**config.mk**
```make
export PLATFORM = sky130hd
export DESIGN_NAME = alu_req_arbiter
export DESIGN_NICKNAME = d
export VERILOG_FILES = /design/src/rtl/alu_req_arbiter.sv
export SDC_FILE = /design/constraint.sdc
export NUM_CORES = 1
export LEC_CHECK = 0
export CAP_MARGIN = 10
export CELL_PAD_IN_SITES_DETAIL_PLACEMENT = 1
export CELL_PAD_IN_SITES_GLOBAL_PLACEMENT = 1
export CORE_ASPECT_RATIO = 0.8
export CORE_MARGIN = 2
export CORE_UTILIZATION = 26
export DETAILED_ROUTE_END_ITERATION = 10
export GPL_TIMING_DRIVEN = 1
export HOLD_SLACK_MARGIN = 0.12
export PLACE_DENSITY_LB_ADDON = 0.1
export SYNTH_ARGS = -nofsm -noshare
export SYNTH_HDL_FRONTEND = slang
export SYNTH_SLANG_ARGS = --single-unit
```
**constraint.sdc**
```tcl
create_clock -name CLK -period 2 [get_ports CLK]
set_input_delay 0.5 -clock CLK [delete_from_list [all_inputs] [get_ports CLK]]
set_output_delay 0.5 -clock CLK [all_outputs]
set_load 0.005 [all_outputs]
```
**src/rtl/alu_req_arbiter.sv**
```systemverilog
// ---------------------------------------------------------------------------
// alu_req_arbiter
//
// Two-port request arbiter and sequencer in front of the shared ALU. Each
// requester offers one operation over a valid/ready handshake. The arbiter
// grants the ALU round-robin, one operation at a time. For each granted
// operation it:
//   - drives the registered operands and opcode to the ALU,
//   - waits out the ALU output latency,
//   - captures the result bus selected by the opcode group,
//   - returns the result on a single backpressured response port.
//
// Parameters
//   WIDTH    operand/result width, must match the ALU data path
//   ALU_LAT  ALU output register latency in cycles, legal range 1..7
//
// Ports
//   CLK, RST                 clock, synchronous active-high reset
//   ReqN_Valid/ReqN_Ready    request handshake for requester N (0/1)
//   ReqN_A, ReqN_B, ReqN_FUN request operands and ALU opcode
//   Rsp_Valid/Rsp_Ready      response handshake
//   Rsp_ID                   requester that issued the operation
//   Rsp_Data                 captured result
//   Rsp_Carry                ALU carry, arithmetic group only
//   Rsp_Err                  selected unit flag was low at capture
//   ALU_A, ALU_B, ALU_FUN    registered operands/opcode towards the ALU
//   *_OUT, *_Flag, Carry_OUT ALU result buses and flags
// ---------------------------------------------------------------------------
module alu_req_arbiter #(
    parameter int unsigned WIDTH   = 16,
    parameter int unsigned ALU_LAT = 1
) (
    input  logic             CLK,
    input  logic             RST,

    // Requester 0
    input  logic             Req0_Valid,
    output logic             Req0_Ready,
    input  logic [WIDTH-1:0] Req0_A,
    input  logic [WIDTH-1:0] Req0_B,
    input  logic [3:0]       Req0_FUN,

    // Requester 1
    input  logic             Req1_Valid,
    output logic             Req1_Ready,
    input  logic [WIDTH-1:0] Req1_A,
    input  logic [WIDTH-1:0] Req1_B,
    input  logic [3:0]       Req1_FUN,

    // Response port
    output logic             Rsp_Valid,
    input  logic             Rsp_Ready,
    output logic             Rsp_ID,
    output logic [WIDTH-1:0] Rsp_Data,
    output logic             Rsp_Carry,
    output logic             Rsp_Err,

    // ALU drive
    output logic [WIDTH-1:0] ALU_A,
    output logic [WIDTH-1:0] ALU_B,
    output logic [3:0]       ALU_FUN,

    // ALU results
    input  logic [WIDTH-1:0] Arith_OUT,
    input  logic [WIDTH-1:0] Logic_OUT,
    input  logic [WIDTH-1:0] CMP_OUT,
    input  logic [WIDTH-1:0] Shift_OUT,
    input  logic             Carry_OUT,
    input  logic             Arith_Flag,
    input  logic             Logic_Flag,
    input  logic             CMP_Flag,
    input  logic             Shift_Flag
);

    typedef enum logic [1:0] {
        StIdle,
        StExec,
        StResp
    } state_e;

    // Opcode 4'b1000 is the ALU NOP; the ALU idles on it between operations.
    localparam logic [3:0] FunNop = 4'b1000;
    // Exec counter value at which the ALU output is known to be registered.
    localparam logic [2:0] LatCnt = 3'(ALU_LAT);

    state_e           state_q;
    logic [2:0]       cnt_q;
    logic [2:0]       cnt_d;
    logic             rr_ptr_q;
    logic             id_q;

    logic [WIDTH-1:0] alu_a_q;
    logic [WIDTH-1:0] alu_b_q;
    logic [3:0]       alu_fun_q;

    logic             rsp_valid_q;
    logic             rsp_id_q;
    logic [WIDTH-1:0] rsp_data_q;
    logic             rsp_carry_q;
    logic             rsp_err_q;

    // Arbitration and capture-selection helpers.
    logic             any_valid;
    logic             grant_id;
    logic             accept;
    logic [WIDTH-1:0] grant_a;
    logic [WIDTH-1:0] grant_b;
    logic [3:0]       grant_fun;
    logic [WIDTH-1:0] rsp_data_d;
    logic             rsp_carry_d;
    logic             rsp_err_d;

    // -----------------------------------------------------------------------
    // Grant: a lone valid wins outright; on contention rr_ptr picks.
    // -----------------------------------------------------------------------
    always_comb begin
        any_valid = Req0_Valid | Req1_Valid;
        if (Req0_Valid && Req1_Valid) begin
            grant_id = rr_ptr_q;
        end else begin
            grant_id = Req1_Valid;
        end

        if (grant_id) begin
            grant_a   = Req1_A;
            grant_b   = Req1_B;
            grant_fun = Req1_FUN;
        end else begin
            grant_a   = Req0_A;
            grant_b   = Req0_B;
            grant_fun = Req0_FUN;
        end
    end

    // Ready is combinational from the registered state; it is forced low
    // while reset is asserted so nothing can handshake during reset.
    assign accept     = (state_q == StIdle) & any_valid & ~RST;
    assign Req0_Ready = accept & ~grant_id;
    assign Req1_Ready = accept & grant_id;

    // -----------------------------------------------------------------------
    // Result selection by opcode group. Carry only has meaning for the
    // arithmetic unit, so it is masked for every other group.
    // -----------------------------------------------------------------------
    always_comb begin
        rsp_data_d  = Arith_OUT;
        rsp_carry_d = 1'b0;
        rsp_err_d   = 1'b0;
        unique case (alu_fun_q[3:2])
            2'b00: begin
                rsp_data_d  = Arith_OUT;
                rsp_carry_d = Carry_OUT;
                rsp_err_d   = ~Arith_Flag;
            end
            2'b01: begin
                rsp_data_d = Logic_OUT;
                rsp_err_d  = ~Logic_Flag;
            end
            2'b10: begin
                rsp_data_d = CMP_OUT;
                rsp_err_d  = ~CMP_Flag;
            end
            2'b11: begin
                rsp_data_d = Shift_OUT;
                rsp_err_d  = ~Shift_Flag;
            end
            default: begin
                rsp_data_d  = Arith_OUT;
                rsp_carry_d = 1'b0;
                rsp_err_d   = 1'b0;
            end
        endcase
    end

    assign cnt_d = cnt_q + 3'd1;

    // -----------------------------------------------------------------------
    // Sequencer FSM with registered outputs.
    // -----------------------------------------------------------------------
    always_ff @(posedge CLK) begin
        if (RST) begin
            state_q     <= StIdle;
            cnt_q       <= '0;
            rr_ptr_q    <= 1'b0;
            id_q        <= 1'b0;
            alu_a_q     <= '0;
            alu_b_q     <= '0;
            alu_fun_q   <= FunNop;
            rsp_valid_q <= 1'b0;
            rsp_id_q    <= 1'b0;
            rsp_data_q  <= '0;
            rsp_carry_q <= 1'b0;
            rsp_err_q   <= 1'b0;
        end else begin
            case (state_q)
                StIdle: begin
                    if (any_valid) begin
                        alu_a_q   <= grant_a;
                        alu_b_q   <= grant_b;
                        alu_fun_q <= grant_fun;
                        // The ID is held privately until capture so the
                        // response fields never move before Rsp_Valid.
                        id_q      <= grant_id;
                        cnt_q     <= '0;
                        rr_ptr_q  <= ~grant_id;
                        state_q   <= StExec;
                    end
                end

                StExec: begin
                    if (cnt_q == LatCnt) begin
                        rsp_valid_q <= 1'b1;
                        rsp_id_q    <= id_q;
                        rsp_data_q  <= rsp_data_d;
                        rsp_carry_q <= rsp_carry_d;
                        rsp_err_q   <= rsp_err_d;
                        state_q     <= StResp;
                    end else begin
                        cnt_q <= cnt_d;
                    end
                end

                StResp: begin
                    // Held indefinitely under backpressure; the ALU keeps its
                    // operands until the response is gone.
                    if (Rsp_Ready) begin
                        rsp_valid_q <= 1'b0;
                        alu_a_q     <= '0;
                        alu_b_q     <= '0;
                        alu_fun_q   <= FunNop;
                        state_q     <= StIdle;
                    end
                end

                default: begin
                    state_q <= StIdle;
                end
            endcase
        end
    end

    assign ALU_A     = alu_a_q;
    assign ALU_B     = alu_b_q;
    assign ALU_FUN   = alu_fun_q;

    assign Rsp_Valid = rsp_valid_q;
    assign Rsp_ID    = rsp_id_q;
    assign Rsp_Data  = rsp_data_q;
    assign Rsp_Carry = rsp_carry_q;
    assign Rsp_Err   = rsp_err_q;

endmodule
```
==> results.json <==
{
  "gp_congestion": 0.7204,
  "crit_slowest_cell": "or4_4",
  "fin_skew_ns": 0.006078,
  "clkPwrFrac_pct": 40.2,
  "drc_errors": 0,
  "hold_ws_ns": 0.4548,
  "dp_hpwl_mm": 8.025,
  "switchingPower_mw": 0.9620,
  "insertion_delay_ns": 0.33,
  "drv_cap": 0,
  "endpoint_kind": "output port",
  "synthTopCellsByArea": "dfxtp_1, o2bb2ai_2, mux4_2",
  "yosysSeqAreaShare_pct": 39.97,
  "grt_pass1_vias": 3153,
  "combPwrFrac_pct": 24.4,
  "cp.required_ns": 1.50,
  "synth_common_cells": "dfxtp_1, nand2_1, mux2i_1",
  "cts_buffers": 9,
  "synth_cells": 277,
  "grt_max_degree": 36,
  "p_sw_share_pct": 24.04,
  "max_stage_delay_ns": 0.53,
  "path_clk_slew_ns": 0.05,
  "seq_power_share_pct": 35.4,
  "worst_slew_pin_slew_ns": 0.5720,
  "antenna_found_initial": 0,
  "period_needed_ns": 1.926,
  "status": "complete, no violations",
  "startpoint_type": "register",
  "wirelength_mm": 10.23,
  "syn_area_um2": 3156,
  "min_from": "Rsp_Data[10]",
  "yosysMostFrequentCell": "dfxtp_1",
  "multi_input_area_um2": 1765,
  "setup_viol": 0,
  "max_slew_margin_pct": 61.86,
  "muxShareOfSynthArea_pct": 23.24,
  "vias": 2947,
  "die_h_um": 102.5,
  "synth_compound_area_share_pct": 21.85,
  "diodes": 0,
  "dieArea_um2": 13040,
  "hold_violations": 0,
  "worst-path-buf-inv": 1,
  "worstSetupPathType": "reg2out",
  "n_fill_cell": 1276,
  "p_int_mw": 3.039,
  "num_rows": 35,
  "initialDrtViolationCount": 75,
  "regArea_um2": 1262,
  "clockBufferDepth": 2,
  "synth_top_family_by_area": "multiplexers",
  "synth-xor-area-share_pct": 0,
  "grt_pass1_wl_mm": 15.99,
  "arrival_ns": 1.43,
  "synth_top_area_share_pct": 39.97,
  "synthAdderAreaFrac_pct": 0.7930,
  "cp-startpoint": "state_q[0]",
  "ys.flop_type": "dfxtp_1",
  "peakVddDrop_v": 0.0003907,
  "via_per_inst": 4.634,
  "ys_seq_elements": 63,
  "slew_viol_final": 0,
  "synth_cell_types": 31,
  "fin_util_pct": 48.65,
  "grt_use_total_pct": 15.84,
  "clkSinkCount": 63,
  "fmax_mhz": 519.1,
  "initial_utilization_pct": 26.99,
  "gr-total-overflow": 0,
  "fin_area_um2": 5688,
  "rr_startpoint": "cnt_q[0]",
  "drt-pass1-iter-count": 4,
  "htreeDepth": 3,
  "die_w_um": 127.2,
  "synthSimpleGateAreaFrac_pct": 9.199,
  "synth.net_count": 425,
  "cts_tree": "done",
  "synth_edf_count": 0,
  "wire_per_inst_um": 16.08,
  "final_nets": 631,
  "r2r_slack_ns": 0.32,
  "antenna_left": 0,
  "coreArea_um2": 11690,
  "power_mw": 4.001,
  "total_leakage_power_nw": 2.174,
  "cts_setup_buffers": 0,
  "hold_path_class": "reg2reg",
  "drive_above_1_share_pct": 18.44,
  "ys_warn_count": 0,
  "crit_chain": "or4_4 -> nor2b_1 -> buf_2",
  "pin_count": 204,
  "port-buffer-count": 203,
  "synth_largest_area_cell": "dfxtp_1",
  "finalCritPeriodShare_pct": 96.31,
  "place_area_um2": 5380,
  "synth-async-reset-ratio_pct": 0,
  "cp_max_fo": 2,
  "critical_path.top_delay_family": "simple AND/OR/NAND/NOR gates",
  "rsz0062_at_grt": "true",
  "synth.avg_cell_area_um2": 11.39,
  "root_buffer": "clkbuf_16",
  "syn_to_final_growth_pct": 80.25,
  "powerDensity_nw_per_um2": 703.5
}
## power by group through the flow
stage / clock (mW) / sequential, mW / combinational (mW)
final: 1.61 / 1.42 / 0.975
after global routing: 1.71 / 1.43 / 1.06
after CTS: 1.67 / 1.42 / 0.997
after detailed placement: 0 / 1.44 / 0.994
after global placement: 0 / 1.44 / 0.983
after floorplan: 0 / 1.44 / 0.418
## metal layers
layer	track usage, %	up-vias	share of wire (%)
met2	26.96	96	49
met1	18.13	1397	41
li1	-	1444	-
met3	7.317	10	8.8
met4	4.565	0	1.1
met5	0	-	0
## cell type report
cell class                      count  area share (%)
Clock buffer                       13           4.751
Clock inverter                      3          0.7039
Inverter                            4          0.2640
Multi-Input combinational cell    186           31.04
Sequential cell                    63           22.20
Tap cell                          148           3.256
Timing Repair Buffer              219           37.79
## path summary, 6_finish.rpt
check | end | cells after the start
setup / recovery | Req0_Ready | 3
hold / removal | Rsp_Data[10] | 2
setup reg to reg | Rsp_Err | 6
hold reg to reg | Rsp_Data[10] | 2
## worst register-to-register path: stages (launching register included)
cell,delay [ns]
dfxtp_1,0.38
ha_1,0.16
nor2b_1,0.30
and3b_1,0.21
buf_4,0.24
nor2_1,0.07
a211oi_1,0.23
## cells in the final DEF, fill, tap and decap left out, types with 2 or more instances in the layout
master,count
nor4b_1,2
clkinv_2,2
a21oi_1,25
clkdlybuf4s50_1,198
nand2_1,36
mux2i_1,35
nor2_1,9
nand2b_1,2
ha_1,2
o2bb2ai_2,30
dfxtp_1,62
nor3_1,3
clkbuf_16,9
nor2b_1,3
or3_1,2
mux4_2,17
clkbuf_8,3
buf_4,14
clkbuf_2,3
o2bb2ai_1,5
a211o_1,2
inv_1,4
## flip-flops by register name, indices dropped and copies added, names as in the netlist, 2 cells and up
register and cells:
ALU_A 16, ALU_B 16, ALU_FUN 4, Rsp_Data 16
cnt_q 3, state_q 2
## cell families after synthesis
group,count (synthesis)
AOI/OAI and AO/OA,68
and+or+nand+nor,64
DFF,63
muxes,52
buffers and inverters,28
adders and majority gates,2
## metrics by stage
| stage | TNS [ns] | setup WS, ns | cells |
|---|---|---|---|
| after floorplan | 0 | 0.2095 | 277 |
| after global placement | -10.60 | -0.8514 | 620 |
| after detailed placement | -11.25 | -0.8306 | 620 |
| after CTS | 0 | 0.0008243 | 636 |
| after global routing | -0.01755 | -0.01755 | 636 |
| final | 0 | 0.07371 | 636 |
## what timing repair did
| action | 4_1_cts | 5_1_grt |
|---|---|---|
| hold endpoints to repair | 0 | 0 |
| hold buffers | 0 | 0 |
| setup endpoints to repair | 3 | 2 |
| pin swaps | 0 | 1 |
| resized for setup | 14 | 7 |
No activity file was read; power rests on OpenSTA's default activity.
